--- config.mk ---
export PLATFORM = sky130hd
export DESIGN_NAME = gpr_bus_arbiter
export DESIGN_NICKNAME = d
export VERILOG_FILES = /design/src/rtl/gpr_arb_pkg.sv /design/src/rtl/rr_arbiter2.sv /design/src/rtl/gpr_bus_arbiter.sv
export SDC_FILE = /design/constraint.sdc
export NUM_CORES = 1
export LEC_CHECK = 0
export CAP_MARGIN = 20
export CORE_MARGIN = 2
export CORE_UTILIZATION = 38
export DETAILED_ROUTE_END_ITERATION = 12
export PLACE_DENSITY = 0.89
export SLEW_MARGIN = 20
export SYNTH_ARGS = -nofsm -noshare
export SYNTH_HDL_FRONTEND = slang
export SYNTH_HIERARCHICAL = 1
export SYNTH_SLANG_ARGS = --single-unit
--- constraint.sdc ---
create_clock -name CLK -period 3.7 [get_ports CLK]
set_input_delay 0.74 -clock CLK [delete_from_list [all_inputs] [get_ports CLK]]
set_output_delay 0.74 -clock CLK [all_outputs]
set_load 0.01 [all_outputs]
--- src/rtl/gpr_arb_pkg.sv ---
// Shared types and defaults for the two-requester GPR bus arbiter.
// Requester IDs double as the round-robin pointer encoding.
package gpr_arb_pkg;

  localparam int DEF_DATA_W   = 16;
  localparam int DEF_IDX_W    = 3;
  localparam int DEF_NUM_REGS = 8;

  localparam logic REQ_ID0 = 1'b0;
  localparam logic REQ_ID1 = 1'b1;

  typedef enum logic [1:0] {
    ST_IDLE = 2'd0,
    ST_RD   = 2'd1,
    ST_WR   = 2'd2,
    ST_DONE = 2'd3
  } arb_state_e;

  function automatic logic other_id(input logic id);
    return (id == REQ_ID0) ? REQ_ID1 : REQ_ID0;
  endfunction

endpackage

--- src/rtl/rr_arbiter2.sv ---
// Two-input round-robin arbiter; the pointer names the requester that wins a tie.
// On advance the pointer moves to whichever requester is not currently granted.
module rr_arbiter2
  import gpr_arb_pkg::*;
(
  input  logic       CLK,
  input  logic       CLR,
  input  logic [1:0] req,
  input  logic       advance,
  output logic [1:0] gnt
);

  logic ptr_reg;
  logic ptr_next;

  always_comb begin
    gnt = 2'b00;
    unique case (req)
      2'b01:   gnt = 2'b01;
      2'b10:   gnt = 2'b10;
      2'b11:   gnt = (ptr_reg == REQ_ID0) ? 2'b01 : 2'b10;
      default: gnt = 2'b00;
    endcase
  end

  always_comb begin
    ptr_next = ptr_reg;
    if (advance && (gnt != 2'b00)) begin
      ptr_next = other_id(gnt[1] ? REQ_ID1 : REQ_ID0);
    end
  end

  always_ff @(posedge CLK or negedge CLR) begin
    if (!CLR) begin
      ptr_reg <= REQ_ID0;
    end else begin
      ptr_reg <= ptr_next;
    end
  end

endmodule

--- src/rtl/gpr_bus_arbiter.sv ---
// Shares one GPR bank between two requesters: round-robin grant, a single
// read or write per access, one-hot SR/RA enables and a completion pulse.
module gpr_bus_arbiter
  import gpr_arb_pkg::*;
#(
  parameter int NUM_REGS = DEF_NUM_REGS,
  parameter int DATA_W   = DEF_DATA_W,
  parameter int IDX_W    = DEF_IDX_W
) (
  input  logic                CLK,
  input  logic                CLR,
  input  logic                REQ0,
  input  logic                WE0,
  input  logic [IDX_W-1:0]    IDX0,
  input  logic [DATA_W-1:0]   WD0,
  output logic                ACK0,
  input  logic                REQ1,
  input  logic                WE1,
  input  logic [IDX_W-1:0]    IDX1,
  input  logic [DATA_W-1:0]   WD1,
  output logic                ACK1,
  output logic [DATA_W-1:0]   RDATA,
  output logic                ERR,
  output logic                GNT_ID,
  output logic                BUSY,
  output logic [NUM_REGS-1:0] SR,
  output logic [NUM_REGS-1:0] RA,
  output logic [DATA_W-1:0]   S_BUS,
  input  logic [DATA_W-1:0]   A_BUS
);

  localparam logic [IDX_W:0] NUM_REGS_X = (IDX_W+1)'(NUM_REGS);

  arb_state_e state_reg;
  arb_state_e state_next;

  logic [IDX_W-1:0]    idx_reg;
  logic                gnt_id_reg;
  logic                oor_reg;
  logic [DATA_W-1:0]   s_bus_reg;
  logic [DATA_W-1:0]   rdata_reg;

  logic [1:0]          arb_req;
  logic [1:0]          arb_gnt;
  logic                arb_advance;
  logic                take_grant;

  logic                sel_id;
  logic                sel_we;
  logic [IDX_W-1:0]    sel_idx;
  logic [DATA_W-1:0]   sel_wd;
  logic                sel_oor;

  logic [NUM_REGS-1:0] hit;

  // In DONE the arbiter sees only the granted requester, so advancing moves
  // the pointer past it regardless of who is asking at that moment.
  always_comb begin
    arb_req = 2'b00;
    if (state_reg == ST_IDLE) begin
      arb_req = {REQ1, REQ0};
    end else if (state_reg == ST_DONE) begin
      arb_req = {gnt_id_reg == REQ_ID1, gnt_id_reg == REQ_ID0};
    end
  end

  assign arb_advance = (state_reg == ST_DONE);

  rr_arbiter2 u_rr (
    .CLK     (CLK),
    .CLR     (CLR),
    .req     (arb_req),
    .advance (arb_advance),
    .gnt     (arb_gnt)
  );

  assign take_grant = (state_reg == ST_IDLE) && (arb_gnt != 2'b00);
  assign sel_id     = arb_gnt[1] ? REQ_ID1 : REQ_ID0;
  assign sel_we     = (sel_id == REQ_ID1) ? WE1  : WE0;
  assign sel_idx    = (sel_id == REQ_ID1) ? IDX1 : IDX0;
  assign sel_wd     = (sel_id == REQ_ID1) ? WD1  : WD0;
  assign sel_oor    = ({1'b0, sel_idx} >= NUM_REGS_X);

  always_comb begin
    state_next = state_reg;
    unique case (state_reg)
      ST_IDLE: begin
        if (take_grant) begin
          state_next = sel_we ? ST_WR : ST_RD;
        end
      end
      ST_RD:   state_next = ST_DONE;
      ST_WR:   state_next = ST_DONE;
      ST_DONE: state_next = ST_IDLE;
      default: state_next = ST_IDLE;
    endcase
  end

  always_ff @(posedge CLK or negedge CLR) begin
    if (!CLR) begin
      state_reg <= ST_IDLE;
    end else begin
      state_reg <= state_next;
    end
  end

  // Request latch; S_BUS is loaded at grant so it already carries WD during WR.
  always_ff @(posedge CLK or negedge CLR) begin
    if (!CLR) begin
      idx_reg    <= '0;
      gnt_id_reg <= REQ_ID0;
      oor_reg    <= 1'b0;
      s_bus_reg  <= '0;
    end else if (take_grant) begin
      idx_reg    <= sel_idx;
      gnt_id_reg <= sel_id;
      oor_reg    <= sel_oor;
      if (sel_we && !sel_oor) begin
        s_bus_reg <= sel_wd;
      end
    end
  end

  always_ff @(posedge CLK or negedge CLR) begin
    if (!CLR) begin
      rdata_reg <= '0;
    end else if (state_reg == ST_RD) begin
      rdata_reg <= oor_reg ? '0 : A_BUS;
    end
  end

  // Enables derive straight from the state register so reset drops them at once.
  genvar gi;
  generate
    for (gi = 0; gi < NUM_REGS; gi++) begin : g_dec
      assign hit[gi] = !oor_reg && (idx_reg == IDX_W'(gi));
      assign SR[gi]  = hit[gi] && (state_reg == ST_WR);
      assign RA[gi]  = hit[gi] && (state_reg == ST_RD);
    end
  endgenerate

  assign ACK0   = (state_reg == ST_DONE) && (gnt_id_reg == REQ_ID0);
  assign ACK1   = (state_reg == ST_DONE) && (gnt_id_reg == REQ_ID1);
  assign ERR    = (state_reg == ST_DONE) && oor_reg;
  assign GNT_ID = gnt_id_reg;
  assign BUSY   = (state_reg != ST_IDLE);
  assign S_BUS  = s_bus_reg;
  assign RDATA  = rdata_reg;

endmodule

# Yosys cells after proc, flatten, opt, wreduce, memory -nomap -nowiden
# Cells that the tools add are included.
[op_classes] n_addsub=0 multipliers=0 div=0 n_lt_le_gt_ge=0 eq_ne=14 shift=0 mux=12 bitwise=1 n_reduce_logical=26
[op_table] operator="$logic_and A1 B1 Y1" n=20
[op_table] operator="$mux W16" n=1
[op_table] operator="$eq A3 B3 Y1 const B" n=4
[op_table] operator="$pmux W2 S3" n=2
[op_table] operator="$mux W2" n=5
[op_table] operator="$eq A2 B2 Y1 const B" n=4
[op_table] operator="$eq A3 B2 Y1 const B" n=2
[op_table] operator="$eq A2 B1 Y1 const B" n=2
[op_table] operator="$reduce_bool A2 Y1" n=2
[op_table] operator="$eq A3 B1 Y1 const B" n=1
[op_table] operator="$logic_not A3 Y1" n=1
[op_table] operator="$mux W1" n=3
[op_table] operator="$mux W3" n=1
[op_table] operator="$logic_not A2 Y1" n=1
[op_table] operator="$ne A2 B2 Y1 const B" n=1
[op_table] operator="$reduce_and A2 Y1" n=1
[op_table] operator="$reduce_or A2 Y1" n=1
[op_table] operator="$not A1 Y1" n=1
[word_totals] ff_bits=39 latch_bits=0 ramBits=0 rom_bits=0 inputBits=60 output_inout_bits=53 elab_cells=59 mem_count=0

# Longest topological paths before layout
[logic_depth] word_depth=10 depth_mapped=12 depth_no_buf=8

# By module
# Netlist, hierarchy kept.
[by_module_without_submodules] module="gpr_bus_arbiter" instances=1 cells_each=156 area_each_um2=1955.6 seq_area_each_um2=950.9
[by_module_without_submodules] module="rr_arbiter2" instances=1 cells_each=6 area_each_um2=55.1 seq_area_each_um2=25.0

# Worst setup path after synthesis
# No wires, ideal clock.
[synth_timing] kind="register -> register" from="reg state_reg[0]" to="reg s_bus_reg[0], in the netlist S_BUS[0]" setup_time_ns=0.125 t_arrival_ns=2.554 required_ns=3.575 setup_slack_ns=1.020 path_stages_with_launch=12 n_path_buf=3 synth_period_minus_slack_ns=2.680 cell_sequence="dfrtp_1 inv_1 ha_1 clkbuf_2 inv_2 mux2_2 a21boi_0 nand3b_1 a21o_1 buf_6 buf_12 mux2_4"
[synth_via] elab_chain_len=8 word_cells_on_any_way=14 cone_classes="eq/ne (4); mux (6); reduce/logical (4)"
[synth_lines] item="start: declaration" line="gpr_bus_arbiter.sv:34" text="arb_state_e state_reg;"
[synth_lines] item="start signal: assignment" line="gpr_bus_arbiter.sv:103" text="state_reg <= state_next;"
[synth_lines] item="$eq A2 B2 Y1" line="gpr_bus_arbiter.sv:62" text="end else if (state_reg == ST_DONE) begin"
[synth_lines] item="$mux W2" line="gpr_bus_arbiter.sv:62"
[synth_lines] item="$mux W2 *" line="gpr_bus_arbiter.sv:60" text="if (state_reg == ST_IDLE) begin"
[synth_lines] item="named net arb_req[1]" line="gpr_bus_arbiter.sv:43" text="logic [1:0] arb_req;"
[synth_lines] item="$eq A2 B2 Y1 / $eq A2 B1 Y1 (equally long branches)" line="rr_arbiter2.sv:18" text="unique case (req)"
[synth_lines] item="$pmux W2 S3 *" line="rr_arbiter2.sv:18"
[synth_lines] item="named net arb_gnt[0]" line="gpr_bus_arbiter.sv:44" text="logic [1:0] arb_gnt;"
[synth_lines] item="$reduce_bool A2 Y1 *" line="gpr_bus_arbiter.sv:77" text="assign take_grant = (state_reg == ST_IDLE) && (arb_gnt != 2'b00);"
[synth_lines] item="$logic_and A1 B1 Y1 *" line="gpr_bus_arbiter.sv:77"
[synth_lines] item="$reduce_and A2 Y1 (no source line) *"
[synth_lines] item="end signal: assignment" line="gpr_bus_arbiter.sv:119" text="s_bus_reg <= sel_wd;"
[synth_lines] item="end: declaration" line="gpr_bus_arbiter.sv:40" text="logic [DATA_W-1:0] s_bus_reg;"
# Mark *: on every way through the listed nets, which the timed path passes. The rest lies on a longest branch.
# A chain may end at the register's enable or synchronous reset.

# Worst setup path after layout
[layout_timing] from="reg state_reg[0]" to="reg s_bus_reg[4], in the netlist S_BUS[4]"
# Same word-level chain as after synthesis.

==> results.cfg <==
[status]
status = completed

[placed_design]
placed_cell_area_um2 = 3160
io_buffers = 111
dp_hpwl_mm = 3.59
gp_congestion = 0.710

[worst_hold_path]
hp-class = register to register
worstHoldEndpoint = RDATA[3]
hold_start = RDATA[3]
min_path_cells = 1

[global_route]
antenna_found_initial = 0
grt_first_pass_wirelength_mm = 7.75
grt_start_max_net_pins = 40
globalRoute.totalOverflow = 0
globalRouteTotalUtil_pct = 16.3
grt_pass1_vias = 1639

[clock_tree]
cts_tree = done
ctsHoldBuffers = 0
path_clk_slew_ns = 0.07
post-cts-setup-buffers = 0
clockRootBuffer = clkbuf_8
cts_buffer_depth = 2
cts_sinks = 39
clock_latency_ns = 0.28
htreeDepth = 2
cts_resized = 0
cts_made_buffers = 5

[routing]
route.detailed.drc = 0
drt-initial-drc-count = 38
routed_wl_mm = 4.61
vias_per_cell = 4.66
dr.pass1.iters = 4
routedWlPerCell_um = 13.4
num_vias = 1604
ant_nets = 0

[pwr]
power.switching_uw = 825
power_frac_comb_pct = 56.9
power_frac_seq_pct = 31.9
internal_power_uw = 1620
swShare_pct = 33.8
p_per_area_nw_per_um2 = 754
power_frac_clock_pct = 11.2
p_leak_uw = 0.00135
vdd_drop_max_mv = 0.381

[critical_path]
arrival_ns = 3.13
crit_slowest_cell = a21boi_0
cp-end-kind = register
crit_family = compound AO/OA/AOI/OAI gates
timing.rr.end = S_BUS[4]
crit_path_start_kind = register
max_stage_delay_ns = 0.60
worst-r2r-cell-count = 9
crit_path_cell_trace = inv_1 > ha_1 > inv_2 > mux2_2 > a21boi_0 > nand3b_1 > a21o_1 > buf_4 > mux2_4
cp.buffers_inverters = 3
worstPathRequired_ns = 3.87
crit_start = state_reg[0]
worst-r2r-setup-slack_ns = 0.74
r2r-start = state_reg[0]
crit_type = register to register
crit_path_max_fanout = 16

[timing]
min_period_ns = 2.96
whs_ns = 0.509
setup_viol = 0
fin_crit_sh_pct = 80.0
rsz0062_at_grt = no
fin_skew_ns = 0.00501
setup_tns_ns = 0
fmax_mhz = 338
slew_headroom_pct = 43.6
hold_viol_final = 0
finalMaxSlewViolations = 0
tightest_slew_ns = 0.846

[floorplan]
num_rows = 26
floorplan.initialDensity_pct = 39.4
fp.dieH_um = 76.7
die-area_um2 = 5890
io_pins = 113
core_um2 = 5110
die_x_um = 76.7

[synth]
synth.avg_cell_area_um2 = 12.4
synth_cell_types = 29
ys_warn_count = 6
synthCells = 162
seq_area_frac_synth_pct = 48.5
netlist_area_um2 = 2010
synth_nets = 226
synth-seq-cells = 39

[layout]
antenna_cells = 0
final_cell_area_um2 = 3240
layout.nets = 337
n_fill_cell = 425
drive_gt1_share_pct = 24.5
synthToLayoutAreaGrowth_pct = 61.2

[run]
cap_violations = 0
==> cell usage after synthesis <==
library cell | instances | area, µm²
a21boi_0 | 1 | 7.51
a21boi_1 | 1 | 7.51
a21o_1 | 1 | 7.51
a21oi_1 | 4 | 20.0
a22o_1 | 1 | 8.76
a31oi_1 | 5 | 31.3
and2_1 | 1 | 6.26
and3b_2 | 3 | 30.0
buf_12 | 1 | 20.0
buf_2 | 3 | 15.0
buf_4 | 2 | 15.0
buf_6 | 1 | 11.3
clkbuf_1 | 2 | 7.51
clkbuf_2 | 1 | 5.00
conb_1 | 1 | 3.75
dfrtp_1 | 39 | 976
ha_1 | 4 | 50.1
inv_1 | 3 | 11.3
inv_2 | 1 | 3.75
mux2_2 | 40 | 450
mux2_4 | 10 | 150
nand2_1 | 8 | 30.0
nand2b_1 | 5 | 31.3
nand3b_1 | 1 | 7.51
nor2_1 | 13 | 48.8
nor2b_1 | 1 | 6.26
nor3_1 | 4 | 20.0
o21ai_0 | 4 | 20.0
or3b_2 | 1 | 8.76
==> worst reg2reg max path, stage by stage (launching register included) <==
cell and delay [ns]:
dfrtp_1 0.38, inv_1 0.10, ha_1 0.31, inv_2 0.15, mux2_2 0.37, a21boi_0 0.60
nand3b_1 0.20, a21o_1 0.22, buf_4 0.21, mux2_4 0.32
==> metal layers <==
layer  routed length, µm  vias up  global-route usage [%]
met3                 427        5                    6.00
met2                2270       77                    28.7
li1                    -      780                       -
met5                   0        -                       0
met4                  46        0                    4.91
met1                1870      742                    18.3
==> kinds of logic after synthesis <==
group	share of synthesized area, %
AOI/OAI and AO/OA	5.10
and+or+nand+nor	9.40
muxes	29.9
adders and majority gates	2.49
other	0.187
buffers and inverters	4.42
DFF	48.5
==> metrics by stage <==
stage | setup WS (ns) | cells | util, % | total power (µW)
finish | 0.739 | 344 | 63.5 | 2440
global route | 0.553 | 344 | 63.5 | 2620
detailed placement | 0.617 | 336 | 61.8 | 2190
global placement | 0.751 | 336 | 61.8 | 2140
CTS | 0.754 | 344 | 63.5 | 2480
floorplan | 1.02 | 162 | - | 1560
==> layout by cell type, fill, tap and decap left out, types with 3 or more instances in the layout <==
| master | netlist | final |
|---|---|---|
| mux2_4 | 10 | 10 |
| o21ai_0 | 4 | 4 |
| nor3_1 | 4 | 4 |
| buf_4 | 2 | 3 |
| mux2_2 | 40 | 40 |
| nand2_1 | 8 | 8 |
| inv_1 | 3 | 3 |
| nand2b_1 | 5 | 5 |
| ha_1 | 4 | 4 |
| dfrtp_1 | 39 | 39 |
| nor2_1 | 13 | 13 |
| a31oi_1 | 5 | 5 |
| clkdlybuf4s50_1 | 0 | 110 |
| clkbuf_8 | 0 | 5 |
| and3b_2 | 3 | 3 |
| a21oi_1 | 4 | 4 |
==> power by group through the flow <==
stage | clock network [µW] | registers [µW] | logic, µW
final | 275 | 779 | 1390
after global placement | 0 | 778 | 1360
after CTS | 289 | 783 | 1410
after detailed placement | 0 | 788 | 1400
after global routing | 308 | 811 | 1500
after floorplan | 0 | 851 | 706
==> worst max path at each step <==
stage          slack, ns   endpoint  cells past startpoint
6_report            0.74   S_BUS[4]                      9
5_1_grt             0.55  S_BUS[14]                      9
4_1_cts             0.75   S_BUS[4]                      9
3_5_place_dp        0.62   S_BUS[4]                      7
3_3_place_gp        0.75   S_BUS[0]                      7
2_1_floorplan       1.02   S_BUS[0]                     11
==> final cells by class <==
cell class | instances | area, µm² | area share, %
clock inverter | 2 | 12.5 | 0.386
tap | 70 | 87.6 | 2.70
timing repair buffer | 114 | 1130 | 34.8
sequential | 39 | 976 | 30.1
inverter | 4 | 15.0 | 0.463
multi-input combinational | 109 | 950 | 29.3
clock buffer | 6 | 72.6 | 2.24
Power figures use the tool's default switching activity.
